### src/rtl/vga_pixel_out_pkg.sv
// Shared VGA 640x480@60 timing constants and tile types for the pixel output stage.
package vga_pixel_out_pkg;

    localparam int HACTIVE = 640;
    localparam int HFRONT  = 16;
    localparam int HSYNC_W = 96;
    localparam int HBACK   = 48;
    localparam int HFULLSCAN = HACTIVE + HFRONT + HSYNC_W + HBACK;

    localparam int VACTIVE = 480;
    localparam int VFRONT  = 10;
    localparam int VSYNC_W = 2;
    localparam int VBACK   = 33;
    localparam int VFULLSCAN = VACTIVE + VFRONT + VSYNC_W + VBACK;

    localparam logic [9:0] H_ACT       = 10'(HACTIVE);
    localparam logic [9:0] V_ACT       = 10'(VACTIVE);
    localparam logic [9:0] HSYNC_START = 10'(HACTIVE + HFRONT);
    localparam logic [9:0] HSYNC_END   = 10'(HACTIVE + HFRONT + HSYNC_W);
    localparam logic [9:0] VSYNC_START = 10'(VACTIVE + VFRONT);
    localparam logic [9:0] VSYNC_END   = 10'(VACTIVE + VFRONT + VSYNC_W);
    localparam logic [9:0] H_LAST      = 10'(HFULLSCAN - 1);
    localparam logic [9:0] V_LAST      = 10'(VFULLSCAN - 1);

    typedef enum logic [1:0] {
        TILE_EMPTY,
        TILE_BODY,
        TILE_FOOD,
        TILE_HEAD
    } tile_state_t;

    // Half-open interval test: lo <= v < hi.
    function automatic logic in_span(
        input logic [9:0] v,
        input logic [9:0] lo,
        input logic [9:0] hi
    );
        return (v >= lo) && (v < hi);
    endfunction

endpackage

### src/rtl/vga_pixel_out_sync_gen.sv
// Row/col to registered active-low syncs and end-of-frame pulse (one cycle),
// plus the combinational active-area flag used by the colour stage.
module vga_pixel_out_sync_gen
    import vga_pixel_out_pkg::*;
(
    input  logic       clk,
    input  logic       reset,
    input  logic [9:0] row,
    input  logic [9:0] col,
    output logic       hs,
    output logic       vs,
    output logic       active,
    output logic       frame_done
);

    assign active = (row < H_ACT) && (col < V_ACT);

    // Out-of-range counters fall outside both sync windows, so syncs stay high.
    always_ff @(posedge clk or posedge reset) begin
        if (reset) begin
            hs         <= 1'b1;
            vs         <= 1'b1;
            frame_done <= 1'b0;
        end else begin
            hs         <= !in_span(row, HSYNC_START, HSYNC_END);
            vs         <= !in_span(col, VSYNC_START, VSYNC_END);
            frame_done <= (row == H_LAST) && (col == V_LAST);
        end
    end

endmodule

### src/rtl/vga_pixel_out.sv
// VGA pixel output stage: board-RAM tile fetch, double-buffered tile state,
// palette lookup and aligned registered rgb/hsync/vsync pins.
module vga_pixel_out
    import vga_pixel_out_pkg::*;
#(
    parameter int RGB_W    = 4,
    parameter int PIPE_DLY = 2,
    parameter logic [3*RGB_W-1:0] PAL0 = 12'h000,
    parameter logic [3*RGB_W-1:0] PAL1 = 12'h0F0,
    parameter logic [3*RGB_W-1:0] PAL2 = 12'hF00,
    parameter logic [3*RGB_W-1:0] PAL3 = 12'hFF0
) (
    input  logic               clk,
    input  logic               reset,
    input  logic [9:0]         row,
    input  logic [9:0]         col,
    input  logic               re,
    input  logic [9:0]         raddr,
    input  logic               update_state,
    input  logic               updateoutput,
    output logic               ram_re,
    output logic [9:0]         ram_addr,
    input  logic [1:0]         ram_rdata,
    output logic [3*RGB_W-1:0] rgb,
    output logic               hsync,
    output logic               vsync,
    output logic               frame_done,
    output logic               fetch_err
);

    localparam int CW = 3 * RGB_W;
    localparam int OW = CW + 2;
    localparam int OUT_STAGES = PIPE_DLY - 1;
    localparam logic [OW-1:0] OUT_IDLE = {{CW{1'b0}}, 2'b11};

    logic        hs_d1;
    logic        vs_d1;
    logic        active;
    logic        rd_vld;
    logic        pend_valid;
    logic        have_tile;
    tile_state_t pend_tile;
    tile_state_t cur_tile;
    tile_state_t rd_tile;
    logic [CW-1:0] colour;
    logic [CW-1:0] pal_colour;
    logic [OW-1:0] out_pipe [OUT_STAGES];

    vga_pixel_out_sync_gen u_sync (
        .clk        (clk),
        .reset      (reset),
        .row        (row),
        .col        (col),
        .hs         (hs_d1),
        .vs         (vs_d1),
        .active     (active),
        .frame_done (frame_done)
    );

    always_ff @(posedge clk or posedge reset) begin
        if (reset) begin
            ram_re   <= 1'b0;
            ram_addr <= '0;
            rd_vld   <= 1'b0;
        end else begin
            ram_re   <= re;
            ram_addr <= raddr;
            rd_vld   <= ram_re;
        end
    end

    assign rd_tile   = tile_state_t'(ram_rdata);
    assign have_tile = pend_valid | rd_vld;

    // Data landing this cycle bypasses the pending register on a promote.
    always_ff @(posedge clk or posedge reset) begin
        if (reset) begin
            pend_tile  <= TILE_EMPTY;
            pend_valid <= 1'b0;
            cur_tile   <= TILE_EMPTY;
            fetch_err  <= 1'b0;
        end else begin
            if (rd_vld)
                pend_tile <= rd_tile;
            if (update_state)
                pend_valid <= 1'b0;
            else if (rd_vld)
                pend_valid <= 1'b1;
            if (update_state && have_tile)
                cur_tile <= rd_vld ? rd_tile : pend_tile;
            if (update_state && !have_tile)
                fetch_err <= 1'b1;
        end
    end

    always_comb begin
        pal_colour = PAL0;
        unique case (cur_tile)
            TILE_EMPTY: pal_colour = PAL0;
            TILE_BODY:  pal_colour = PAL1;
            TILE_FOOD:  pal_colour = PAL2;
            TILE_HEAD:  pal_colour = PAL3;
        endcase
    end

    always_ff @(posedge clk or posedge reset) begin
        if (reset)
            colour <= '0;
        else if (!active)
            colour <= '0;
        else if (updateoutput)
            colour <= pal_colour;
    end

    // Colour and syncs leave stage 1 together so the pins stay aligned.
    always_ff @(posedge clk or posedge reset) begin
        if (reset) begin
            for (int i = 0; i < OUT_STAGES; i++)
                out_pipe[i] <= OUT_IDLE;
        end else begin
            out_pipe[0] <= {colour, hs_d1, vs_d1};
            for (int i = 1; i < OUT_STAGES; i++)
                out_pipe[i] <= out_pipe[i-1];
        end
    end

    assign {rgb, hsync, vsync} = out_pipe[OUT_STAGES-1];

endmodule

### config.mk
export PLATFORM = sky130hd
export DESIGN_NAME = vga_pixel_out
export DESIGN_NICKNAME = d
export VERILOG_FILES = /design/src/rtl/vga_pixel_out_pkg.sv /design/src/rtl/vga_pixel_out_sync_gen.sv /design/src/rtl/vga_pixel_out.sv
export SDC_FILE = /design/constraint.sdc
export NUM_CORES = 1
export LEC_CHECK = 0
export ABC_AREA = 0
export CAP_MARGIN = 20
export CORE_MARGIN = 4
export CORE_UTILIZATION = 35
export DETAILED_ROUTE_END_ITERATION = 10
export GPL_ROUTABILITY_DRIVEN = 0
export GPL_TIMING_DRIVEN = 0
export PLACE_DENSITY = 0.79
export SYNTH_ARGS = -nofsm -noshare
export SYNTH_HDL_FRONTEND = slang
export SYNTH_SLANG_ARGS = --single-unit
### constraint.sdc
create_clock -name clk -period 1.4 [get_ports clk]
set_input_delay 0.14 -clock clk [delete_from_list [all_inputs] [get_ports clk]]
set_output_delay 0.14 -clock clk [all_outputs]
set_load 0.01 [all_outputs]
==> Word level (Yosys, flattened, before mapping) <==
Cells that the tools add are included.
W data, S select, Z words.
{ "classes": {"order_cmp": 6, "eq_ne": 6, "n_mux": 6, "bitwise": 1, "n_reduce_logical": 11} }
{ "ops": {"columns": ["cell", "count"], "rows": [
  ["$pmux W12 S4", 1],
  ["$mux W12", 2],
  ["$eq A10 B10 Y1 const B", 2],
  ["$lt A10 B10 Y1 const B", 2],
  ["$lt A10 B9 Y1 const B", 2],
  ["$ge A10 B10 Y1 const B", 1],
  ["$ge A10 B9 Y1 const B", 1],
  ["$logic_and A1 B1 Y1", 6],
  ["$eq A2 B2 Y1 const B", 2],
  ["$logic_not A1 Y1", 3],
  ["$eq A2 B1 Y1 const B", 1],
  ["$logic_not A2 Y1", 1],
  ["$mux W1", 2],
  ["$mux W2", 1],
  ["$ne A2 B2 Y1 const B", 1],
  ["$reduce_bool A2 Y1", 1],
  ["$or A1 B1 Y1", 1]
]} }
{ "totals": {"reg_bits": 47, "word_cells": 42} }

==> Logic depth before layout (Yosys ltp) <==
Gate-level depths: netlist of run 1.
{ "depth": {"ltp_word": 4, "depth_mapped": 3} }

==> Hierarchy <==
A second synthesis of run 1 with hierarchy kept.
{ "unflattened": {"hier_cells": 73, "area_unflattened_um2": 1013.5} }
{ "modules_own_cells": {"columns": ["module", "instances", "cells_per_inst", "area_each_um2", "seq_area_each_um2"], "rows": [
  ["vga_pixel_out", 1, 51, 812.0, 603.1],
  ["vga_pixel_out_sync_gen", 1, 22, 201.4, 77.6]
]} }

==> Worst setup path after synthesis of run 1 <==
OpenSTA, ideal clock, no wires.
{ "synth_path": {"path_kind": "register to register", "from": "reg rd_vld", "to": "reg cur_tile[0]", "setup_ns": 0.125, "arrival_time_ns": 0.964, "slack_ns": 0.311, "stages_incl_launch_ff": 3, "n_path_buf": 0, "cell_sequence": "dfrtp_1 -> o21ai_0 -> mux2_2"} }
{ "synth_via": {"elab_chain_cells": 2} }
{ "synth_rtl": {"columns": ["element", "line_no", "text"], "rows": [
  ["from (decl)", "vga_pixel_out.sv:39", "logic rd_vld;"],
  ["from (signal assigned)", "vga_pixel_out.sv:68", "rd_vld <= ram_re;"],
  ["$or A1 B1 Y1", "vga_pixel_out.sv:73", "assign have_tile = pend_valid | rd_vld;"],
  ["$logic_and A1 B1 Y1", "vga_pixel_out.sv:89", "if (update_state && have_tile)"],
  ["to (signal assigned)", "vga_pixel_out.sv:90", "cur_tile <= rd_vld ? rd_tile : pend_tile;"],
  ["to (decl)", "vga_pixel_out.sv:43", "tile_state_t cur_tile;"]
]} }
Several ways; a longest one is shown, not always the timed one.
A chain may end at the register's enable or synchronous reset.

==> Final worst setup path of run 1 <==
{ "layout_path": {"from": "reg ram_re", "to": "out ram_re"} }
{ "layout_lines": {"columns": ["element", "line_no", "text"], "rows": [
  ["from (decl)", "vga_pixel_out.sv:21", "output logic ram_re,"],
  ["from (signal assigned)", "vga_pixel_out.sv:66", "ram_re <= re;"]
]} }
No word-level cell between the ends.

==> results list, run 1 <==
- Number of max-slew violations in the final report: 0
- Most common cell in the netlist: sky130_fd_sc_hd__dfrtp_1
* Cell chosen for the clock root: sky130_fd_sc_hd__clkbuf_4
* Post-synth EDFFs: 0
- Syn-to-layout area delta: 73.5%
* Required arrival time at the worst endpoint: ~1300 ps
- Among cell families on the critical path, the largest total delay comes from buffers and inverters.
- Entering global routing, the biggest net connects 28 pins.
- The synthesized netlist contains 21 unique library cells.
- Antenna violations before repair: 0
- between 60 and 70 I/O pins were placed.
- Final cell count without fillers: 169
* Net switching power: 318 µW
- Internal portion of total power: roughly 1100 µW
- Met3 track demand over resource in global routing: 0.0340
- Data on the critical path arrives at its endpoint at 1220 ps.
- For this design, the slowest cell found on the critical path is sky130_fd_sc_hd__clkdlybuf4s50_1.
* Synth Area per Inst: 14.1 µm²
- M1 GR Usage: 0.142
* Total detailed-routing wirelength: 2370 µm
- After floorplanning, the core was divided into 18 placement rows.
* Vias per cell: between 4 and 5
* Detailed-router iteration count before antenna repair: 5
- Max-Cap Viols: 0
- In this run the worst hold path is classified as in -> reg.
- Proportion of power drawn by the clock network: 0.217
- The share of synthesized area in the top cell type comes to 0.594.
* Cell area after synthesis: 970 µm²
- The floorplan step defined a die boundary enclosing between 3000 and 4000 µm².
* Die Y-Extent: 60.6 µm
- Yosys printed 0 warnings.
- CORE AREA: 2570 µm²
- Global-route track usage on met2: 0.218
- Remaining routing DRC violations: 0
* Final critical path time including I/O delays and setup: roughly 1400 ps
* Global-route wire length before repair: roughly 3300 µm
- Switching portion of total power: 0.219
* Type of the worst setup path: reg -> out
* Most used standard cells in the synthesized netlist: sky130_fd_sc_hd__dfrtp_1, sky130_fd_sc_hd__buf_4, sky130_fd_sc_hd__nor2_1
- Combinational share of power: 0.200
* CP Buf/Inv Count: 1
- After detailed routing, the average wire length per cell comes to 14.0 µm.
- On the worst path, the slowest cell contributes a delay of about 530 ps.
* Sort of element at the start of the critical path: flop
- Maximum buffer depth of the clock tree: 2
* Clock latency at the later pin of the worst-skew pair: ~320 ps
* PwrDens: about 860 nW/µm²
* Total power of the final layout: ~1500 µW
* Flip-flop cell with the highest count after synthesis: sky130_fd_sc_hd__dfrtp_1
* Share of flip-flops with an asynchronous set or reset after synthesis: 1.00
* Final antenna-violating net count: 0
- Cell count after synthesis: 69
- Synthesis inferred 27 register bits.
- CTS built an H-tree with a depth of 1.
- Final HPWL from detailed placement: approximately 1900 µm
* Number of buffers inserted during clock tree synthesis: 3
- DRT iter0 DRCs: 31
- Sequential element share of the synthesized area: 0.702
- Leading area contributor after synthesis: sky130_fd_sc_hd__dfrtp_1
- Initial core utilization: 0.378
- The count of buffers added on input and output ports is about 60.
- Vias: approximately 770
- For this run the aggregate overflow at the end of global routing stands at 0.
* Synth top area cells: sky130_fd_sc_hd__dfrtp_1, sky130_fd_sc_hd__dfstp_2, sky130_fd_sc_hd__buf_4
- Of the available clock period, the critical path in the final layout requires 0.968.
- Post-placement cell count: around 160
- Achievable clock frequency: between 700 and 800 MHz
- GRT Max-Usage Layer: met2
* Diode insertion count for antenna repair: 0
* Peak supply drop: 0.674 mV
- Fin Setup TNS: 0 ps
- STA classifies the critical path endpoint as an output port.
* # nets final: 177
- Clock-pin slew was measured on the worst setup and hold paths at roughly 130 ps.
* Static power due to leakage: between 0.0007 and 0.0008 µW
* Global-route usage over all layers: 0.128
* Peak fanout along the critical path: 2
* CTS sink count: 27
- Die width: roughly 61 µm
- Final count of negative-setup-slack endpoints: 0
* CTS tree: yes
* Ordered list of cells on the worst path: clkdlybuf4s50_1
- Vias in the first global route: 758
* Final hold viol count: 0
- Outcome: finished clean
- Of the cells placed in the final design, the portion with a size suffix greater than 1 is 0.201.
* Clock tree skew after final layout: between 10 and 15 ps
* Sequential share of power: 0.583
cell families (layout without fill, tap and decap cells):
| logic type | after synthesis | count (layout) | synth area share |
|---|---|---|---|
| DFF | 27 | 27 | 0.702 |
| and+or+nand+nor | 21 | 21 | 0.128 |
| buffers and inverters | 11 | 78 | 0.0813 |
| muxes | 6 | 6 | 0.0671 |
| AOI/OAI and AO/OA | 3 | 3 | 0.0181 |
| other | 1 | 4 | 0.00387 |
path summary, 6_finish.rpt:
check	slack, ps	endpoint	start	cells past startpoint
worst max-delay path	40	ram_re	ram_re$_DFF_PP0_	1
worst min-delay path	240	ram_re$_DFF_PP0_	re	1
worst max register to register	180	cur_tile[0]$_DFFE_PP0P_	rd_vld$_DFF_PP0_	2
worst min register to register	360	out_pipe[0]$_DFF_PP1_	u_sync.vs$_DFF_PP1_	0
max in group asynchronous	400	out_pipe[1]$_DFF_PP1_	reset	4
min in group asynchronous	570	ram_addr[3]$_DFF_PP0_	reset	3
layer usage:
layer,part of all wire,routed length (µm),vias to the layer above
met5,0,0,-
met4,0.022,53,0
met3,0.13,302,5
met2,0.47,1130,50
met1,0.38,891,349
li1,-,-,362
flip-flops by register name, summed over array words and instances, names as in the netlist, 2 cells and up:
name / count
colour: 2
cur_tile: 2
out_pipe: 4
pend_tile: 2
ram_addr: 10
power groups by stage:
stage | combinational (µW) | sequential (µW) | clock (µW)
floorplan | 88.5 | 870 | 0
global placement | 277 | 861 | 0
detailed placement | 284 | 864 | 0
CTS | 283 | 847 | 326
global route | 314 | 853 | 365
finish | 291 | 847 | 315
layout by cell type, fill, tap and decap left out, drive strengths merged:
cell type | netlist | final
nor2 | 6 | 6
nand4 | 1 | 1
nor3 | 2 | 2
dlygate4sd3 | 0 | 1
and4 | 1 | 1
conb | 1 | 4
mux2 | 4 | 4
mux2i | 2 | 2
dlymetal6s2s | 0 | 5
dfrtp | 23 | 23
dlygate4sd2 | 0 | 4
or3b | 1 | 1
o21ai | 2 | 2
clkbuf | 0 | 5
nand2 | 2 | 2
inv | 1 | 1
nor2b | 1 | 1
nand4b | 2 | 2
nand3 | 2 | 2
buf | 10 | 16
a21o | 1 | 1
dfstp | 4 | 4
nor4 | 1 | 1
nor4b | 1 | 1
clkdlybuf4s50 | 0 | 46
nand4bb | 1 | 1
repair_timing:
action,CTS,global route
buffers inserted,2,0
hold endpoints to repair,0,1
hold buffers,0,1
endpoints found under the setup margin,10,7
gates resized for setup,10,9
per-stage QoR:
stage               instance area [µm²]  hold WS [ps]  utilization  worst slack, ps
finish                             1680           243        0.655             44.5
global route                       1680           217        0.655           -0.861
CTS                                1640           236        0.638            0.483
detailed placement                 1610           348        0.627             51.9
global placement                   1610           347        0.627             79.1
floorplan                           981           171            -              311
worst reg2reg max path, cell delays in order, from the launching register on:
cell and delay (ps):
sky130_fd_sc_hd__dfrtp_1 440, sky130_fd_sc_hd__o21ai_0 310, sky130_fd_sc_hd__mux2_2 380
area by class of cell:
class	instances	area, µm²
well taps	30	37.5
multi-input cells	34	221
inverters	1	3.75
repair buffers	63	638
flip-flops and latches	27	681
clock buffers	4	26.3
fillers	187	885
plain buffers	10	75.1
No activity file was read; power rests on OpenSTA's default activity.
==> inputs of run 2 (changes only) <==
--- a/config.mk
+++ b/config.mk
@@ -13,6 +13,7 @@
 export GPL_ROUTABILITY_DRIVEN = 0
 export GPL_TIMING_DRIVEN = 0
 export PLACE_DENSITY = 0.79
+export SLEW_MARGIN = 30
 export SYNTH_ARGS = -nofsm -noshare
 export SYNTH_HDL_FRONTEND = slang
 export SYNTH_SLANG_ARGS = --single-unit
==> results list, run 2 (synthesis gave the netlist of run 1 again) <==
- Top reg by flops: ram_addr
- Internal portion of total power: 1120 µW (-0.81%)
- Reg-to-reg startpoint: rd_vld$_DFF_PP0_
- Clock-pin slew on the worst setup and hold paths: 130 ps (about the same)
- By startpoint and endpoint, the worst setup path is classified as reg -> out.
- The initial antenna violation count is 0 (unchanged).
- Cell type group with the largest total delay on the critical path: buffers and inverters
- Clock tree skew after final layout: 4.19 ps (-6.14 ps)
* Setup repair after global routing missed its margin: no
* Ports: 64 (unchanged)
- Sequential share of power: 0.591 (+0.008)
- The slowest stage of the critical path belongs to the cell sky130_fd_sc_hd__clkdlybuf4s50_1.
- Vias: 756 (-1.3%)
- The multi-input combinational cell area is 221 µm² (unchanged).
- Ordered list of cells on the worst path: clkdlybuf4s50_1
* Die width: 60.6 µm (unchanged)
- Row count: 18 (unchanged)
- Number of buffers inserted during clock tree synthesis: 3 (unchanged)
- Tcrit/Tclk final: 0.960 (-0.00794)
- Measured against its own limit, the worst slew margin works out to 0.645.
- Total detailed-routing wirelength: 2310 µm (-2.5%)
- The worst ir drop on vdd is 0.661 mV (-2.0%).
- Switching portion of total power: 0.217 (-0.00270)
- Final critical path time including I/O delays and setup: 1340 ps (-11.1 ps)
- The number of hold-slack violations in the final timing report was 0 (unchanged).
- The cell sitting at the root of the clock tree is a sky130_fd_sc_hd__clkbuf_4.
- CTS H-Tree Depth: 1 (unchanged)
- Remaining routing DRC violations: 0 (unchanged)
- Largest register FFs: 10 (unchanged)
* Number of fillers in the final layout: 198 (+5.9%)
- Capture instance of the worst register-to-register path: cur_tile[0]$_DFFE_PP0P_
- The count of inserted antenna diode cells was 0 (unchanged).
* Syn-to-layout area delta: 69.4%
* Fin Setup TNS: 0 ps (unchanged)
- The static leakage power came to 0.000762 µW (-3.4%).
- The total power of the final layout is 1440 µW (-1.2%).
- Met3 track demand over resource in global routing: 0.0340 (unchanged)
- The routed length per placed instance is 13.9 µm (-1.4%).
- Tightest Pin Transition: 531 ps
- Vias per cell: 4.53 (-0.12%)
- The setup slack after layout came to 55.6 ps (+11.1 ps).
- The combined buffer and inverter count along the critical path was 1 (unchanged).
- The arrival time at the worst endpoint was 1200 ps (-20 ps).
- The layout cell share with drive strength beyond 1 was 0.204 (+0.00294).
* Number of cells on the worst reg-to-reg path: 2 (unchanged)
* Sequential cell area: 681 µm² (unchanged)
* Max-Cap Viols: 0 (unchanged)
- CTS tree: yes
- The global-route wire length before repair was 3330 µm (unchanged).
- The number of I/O port buffers is 59 (unchanged).
* Commonest cells after routing, fill and taps aside: sky130_fd_sc_hd__clkdlybuf4s50_1, sky130_fd_sc_hd__dfrtp_1, sky130_fd_sc_hd__buf_4
* Worst setup EP type: output port
- CP Launch Point: ram_re$_DFF_PP0_
- Hold buffer count at CTS: 0 (unchanged)
- The highest achievable clock rate was 744 MHz (+0.83%).
- The sum of net half-perimeters after detailed placement came to 1890 µm (unchanged).
- The area of the placeable core was 2570 µm² (unchanged).
- The fraction of power consumed by combinational cells is 0.195 (-0.005).
- Die Outline Area: 3680 µm² (unchanged)
- Largest net degree at the start of global routing: 28 (unchanged)
- The worst setup slack for register-to-register paths was 180 ps (about the same).
* Delay of the slowest critical-path stage: 530 ps (about the same)
- Overflow after GRT: 0 (unchanged)
* Logic depth of the worst setup path including buffers: 1 (unchanged)
- Peak fanout along the critical path: 2 (unchanged)
- Die Y-Extent: 60.6 µm (unchanged)
- The insertion delay to the later sink of the worst-skew pair came to 310 ps (about the same).
* Sort of element at the start of the critical path: flop
- The post-route antenna net violation count was 0 (unchanged).
- Detailed-router iteration count before antenna repair: 5 (unchanged)
* Registers with the most flip-flops: ram_addr x10, out_pipe x4
- The starting utilization of the core area was 0.378 (unchanged).
- The number of endpoints failing setup at the final stage is 0 (unchanged).
* Number of max-slew violations in the final report: 0 (unchanged)
- Net switching power: 311 µW (-2.4%)
- CTS sink count: 27 (unchanged)
* Outcome: finished clean
* Global-route track usage on met2: 0.218 (unchanged)
* Required arrival time at the worst endpoint: 1260 ps (about the same)
* Post-Place Setup Slack: 51.9 ps (unchanged)
- met2 is the most crowded layer.
- The clock network fraction of total power is 0.215 (-0.002).
* Classification of the worst-slack hold path: in -> async
* M1 GR Usage: 0.142 (unchanged)
- Vias in the first global route: 758 (unchanged)
- PwrDens: 874 nW/µm² (+1.3%)
- Last element of the critical path: ram_re
- The maximum clock path buffer count was 2 (unchanged).
- The overall fraction of global-route tracks in use was 0.128 (unchanged).
* Most common library cell in the layout ignoring fill and taps: sky130_fd_sc_hd__clkdlybuf4s50_1
- The count of routing violations after the opening detailed-route iteration is 24 (-23%).
* # nets final: 175 (-1.1%)
[run 2: cell count changes in the layout (fill, tap and decap cells not counted)]
cell / before / now
sky130_fd_sc_hd__buf_16: 1 / 0
sky130_fd_sc_hd__clkdlybuf4s50_1: 46 / 47
sky130_fd_sc_hd__dlygate4sd3_1: 1 / 0
sky130_fd_sc_hd__inv_1: 1 / 0
sky130_fd_sc_hd__inv_2: 0 / 1
sky130_fd_sc_hd__dlymetal6s2s_1: 5 / 4
[run 2: worst min-delay path by stage]
stage               cells past startpoint               endpoint                start
global route                            2  ram_addr[3]$_DFF_PP0_                reset
CTS                                     1       ram_re$_DFF_PP0_                   re
global placement                        0  out_pipe[0]$_DFF_PP1_  u_sync.vs$_DFF_PP1_
floorplan                               0  ram_addr[0]$_DFF_PP0_             raddr[0]
detailed placement                      0  out_pipe[0]$_DFF_PP1_  u_sync.vs$_DFF_PP1_
finish                                  2  colour[7]$_DFFE_PP0P_                reset
[run 2: area by class of cell]
type,instances,area share
plain buffers,10,0.0457
clock buffers,4,0.0160
inverters,1,0.00228
multi-input cells,34,0.135
flip-flops and latches,27,0.414
well taps,30,0.0228
repair buffers,61,0.364
[run 2: power groups by stage]
stage	clock network (µW)	registers, µW	logic, µW
2_1_floorplan	0	870	88.5
3_3_place_gp	0	861	277
3_5_place_dp	0	864	284
4_1_cts	326	847	283
5_1_grt	360	854	302
6_report	308	848	280
[run 2: stage by stage]
step / util / instances / hold slack, ps / area, µm²
after floorplan: - / 72 / 171 / 981
final: 0.640 / 167 / 173 / 1640
after global routing: 0.640 / 167 / 199 / 1640
after detailed placement: 0.627 / 161 / 348 / 1610
after global placement: 0.627 / 161 / 347 / 1610
after CTS: 0.638 / 167 / 236 / 1640
[run 2: layer usage]
layer | share of wire | up-vias | wire length (µm)
li1 | - | 356 | -
met1 | 0.38 | 345 | 888
met2 | 0.46 | 50 | 1070
met3 | 0.13 | 5 | 307
met4 | 0.023 | 0 | 53
met5 | 0 | - | 0
[run 2: repair_timing]
action                     4_1_cts  5_1_grt
resized for setup               10        8
setup buffers                    2        0
setup endpoints to repair       10        6
==> inputs of run 3 (changes only) <==
--- a/config.mk
+++ b/config.mk
@@ -6,13 +6,14 @@
 export NUM_CORES = 1
 export LEC_CHECK = 0
 export ABC_AREA = 0
+export ABC_CLOCK_PERIOD_IN_PS = 1700
 export CAP_MARGIN = 20
 export CORE_MARGIN = 4
-export CORE_UTILIZATION = 35
+export CORE_UTILIZATION = 37
 export DETAILED_ROUTE_END_ITERATION = 10
 export GPL_ROUTABILITY_DRIVEN = 0
 export GPL_TIMING_DRIVEN = 0
-export PLACE_DENSITY = 0.79
+export PLACE_DENSITY = 0.82
 export SLEW_MARGIN = 30
 export SYNTH_ARGS = -nofsm -noshare
 export SYNTH_HDL_FRONTEND = slang
==> constraint.sdc (replaced) <==
create_clock -name clk -period 1.7 [get_ports clk]
set_input_delay 0.17 -clock clk [delete_from_list [all_inputs] [get_ports clk]]
set_output_delay 0.17 -clock clk [all_outputs]
set_load 0.01 [all_outputs]
==> results list, run 3 (synthesis gave the netlist of run 1 again) <==
* Outcome: finished clean
- The register with the most flip-flops in the final layout is ram_addr.
- Slack of the critical path: 152 ps (+96.8 ps)
* Final HPWL from detailed placement: 1920 µm (+1.9%)
- Traced cell by cell, the critical path runs through clkdlybuf4s50_1.
- The tightest min-delay check is of the in -> async type.
- The top cell types in the final layout, fill and taps aside, are sky130_fd_sc_hd__clkdlybuf4s50_1, sky130_fd_sc_hd__dfrtp_1, sky130_fd_sc_hd__buf_4.
- Grouping stages by cell kind, the critical path spends the most delay in flip-flops.
- CORE AREA: 2480 µm² (-3.5%)
- Most common library cell in the layout ignoring fill and taps: sky130_fd_sc_hd__clkdlybuf4s50_1
- Delay of the slowest critical-path stage: 540 ps (about the same)
- The count of inserted antenna diode cells came to 0 (unchanged).
- Multi-input logic area: 221 µm² (unchanged)
- The number of nets in the layout was 173 (-1.1%).
- Final hold viol count: 0 (unchanged)
- The count of TritonRoute iterations in the first routing pass was 4 (-1).
- Max-Cap Viols: 0 (unchanged)
- The post-route antenna net violation count was 0 (unchanged).
- The power per unit of standard cell area is 725 nW/µm² (-17%).
- Peak fanout along the critical path: 1 (-1)
* Final count of negative-setup-slack endpoints: 0 (unchanged)
- The clock transition at the registers of the reported paths is 120 ps (about the same).
* CTS H-Tree Depth: 1 (unchanged)
- Type of the worst setup path: reg -> out
* WL per Instance: 13.6 µm (-2.1%)
- The width of the die is 59.2 µm (-2.4%).
- Static power due to leakage: 0.000697 µW (-8.6%)
- Hold buffer count at CTS: 0 (unchanged)
* Count of port buffers added during placement: 59 (unchanged)
* Antenna violations before repair: 0 (unchanged)
* DRT iter0 DRCs: 13 (-46%)
- The combined buffer and inverter count along the critical path is 1 (unchanged).
- The worst setup slack for register-to-register paths came to 500 ps (+320 ps).
* Registers with the most flip-flops: ram_addr x10, out_pipe x4
- Die Outline Area: 3500 µm² (-4.7%)
- The starting utilization of the core area is 0.391 (+0.0137).
- Vias in the first global route: 764 (+0.79%)
- Remaining routing DRC violations: 0 (unchanged)
- The total overflow reported by the global router is 0 (unchanged).
* Clock latency at the later pin of the worst-skew pair: 310 ps (about the same)
- Setup repair after global routing left no endpoint under its margin.
- Tightest Pin Transition: 519 ps (-12.8 ps)
- Sort of element at the start of the critical path: flop
- Cell chosen for the clock root: sky130_fd_sc_hd__clkbuf_4
* Largest net degree at the start of global routing: 28 (unchanged)
* CTS sink count: 27 (unchanged)
- Fraction of layout cells with a size suffix above 1: 0.163 (-0.0414)
- Dividing the final minimum period by the clock period gives 0.910.
- The largest individual stage delay along the critical path comes from the cell sky130_fd_sc_hd__dfstp_2.
- Required arrival time at the worst endpoint: 1530 ps (+270 ps)
- Quantity of gates resized following cts: 0 (-10)
- Post-CTS Setup Bufs: 0 (-2)
* Max-Slew Margin vs Limit: 0.654 (+0.00854)
- Post-placement cell count: 161 (unchanged)
* Post-Place Setup Slack: 303 ps (+251 ps)
* Syn-to-layout area delta: 68.6%
- The I/O pin count was 64 (unchanged).
* Row count: 18 (unchanged)
- Peak supply drop: 0.418 mV (-37%)
- Final cell count without fillers: 165 (-1.2%)
- Clock tree skew after final layout: 0.723 ps (-3.47 ps)
- The maximum clock path buffer count was 2 (unchanged).
* Vias per cell: 4.47 (-1.2%)
- The overall fraction of global-route tracks in use is 0.136 (+0.00846).
* Vias: 738 (-2.4%)
- The die height was 59.2 µm (-2.4%).
* Number of fillers in the final layout: 208 (+5.1%)
* Total detailed-routing wirelength: 2240 µm (-3.3%)
- Largest register FFs: 10 (unchanged)
- The arrival time at the worst endpoint came to 1380 ps (+180 ps).
- The number of buffers created by CTS is 3 (unchanged).
- Worst setup EP type: output port
- For this run, the top clock speed supported by timing is around 650 MHz.
- The area used by sequential logic in the layout was 681 µm² (unchanged).
- The final total negative setup slack was 0 ps (unchanged).
- Final critical path time including I/O delays and setup: roughly 1500 ps
- The global-route wire length before repair is 3490 µm (+4.8%).
- Number of max-slew violations in the final report: 0 (unchanged)
- TritonCTS built the clock tree.
[run 3: worst paths after layout]
path	start	endpoint	cells after the start
worst max register to register	rd_vld$_DFF_PP0_	cur_tile[0]$_DFFE_PP0P_	2
worst min register to register	u_sync.vs$_DFF_PP1_	out_pipe[0]$_DFF_PP1_	0
max in group asynchronous	reset	u_sync.hs$_DFF_PP1_	2
worst max-delay path	out_pipe[0]$_DFF_PP1_	vsync	1
worst min-delay path	reset	pend_valid$_DFFE_PP0P_	2
min in group clk	raddr[5]	ram_addr[5]$_DFF_PP0_	1
[run 3: routing by layer]
metal	GRT usage	vias up	share of wire	wire, µm
met5	0	-	0	0
met4	0.0583	0	0.019	43
met3	0.0349	4	0.13	281
met2	0.251	49	0.51	1140
met1	0.144	333	0.35	775
li1	-	352	-	-
[run 3: final cells by class]
type | count | share of cell area
inverter | 1 | 0.00230
sequential | 27 | 0.416
clock buffer | 4 | 0.0161
multi-input combinational | 34 | 0.135
timing repair buffer | 59 | 0.361
buffer | 10 | 0.0459
tap | 30 | 0.0230
[run 3: per-stage QoR]
step / utilization / power, µW / hold slack, ps / area [µm²]
6_report: 0.660 / 1190 / 227 / 1640
5_1_grt: 0.660 / 1260 / 256 / 1640
4_1_cts: 0.660 / 1210 / 271 / 1640
3_5_place_dp: 0.649 / 948 / 348 / 1610
3_3_place_gp: 0.649 / 938 / 347 / 1610
2_1_floorplan: - / 790 / 201 / 981
[run 3: power breakdown]
group / internal (µW) / switching, µW
combinational: 157 / 75.6
sequential: 682 / 18.2
clock: 91.6 / 162
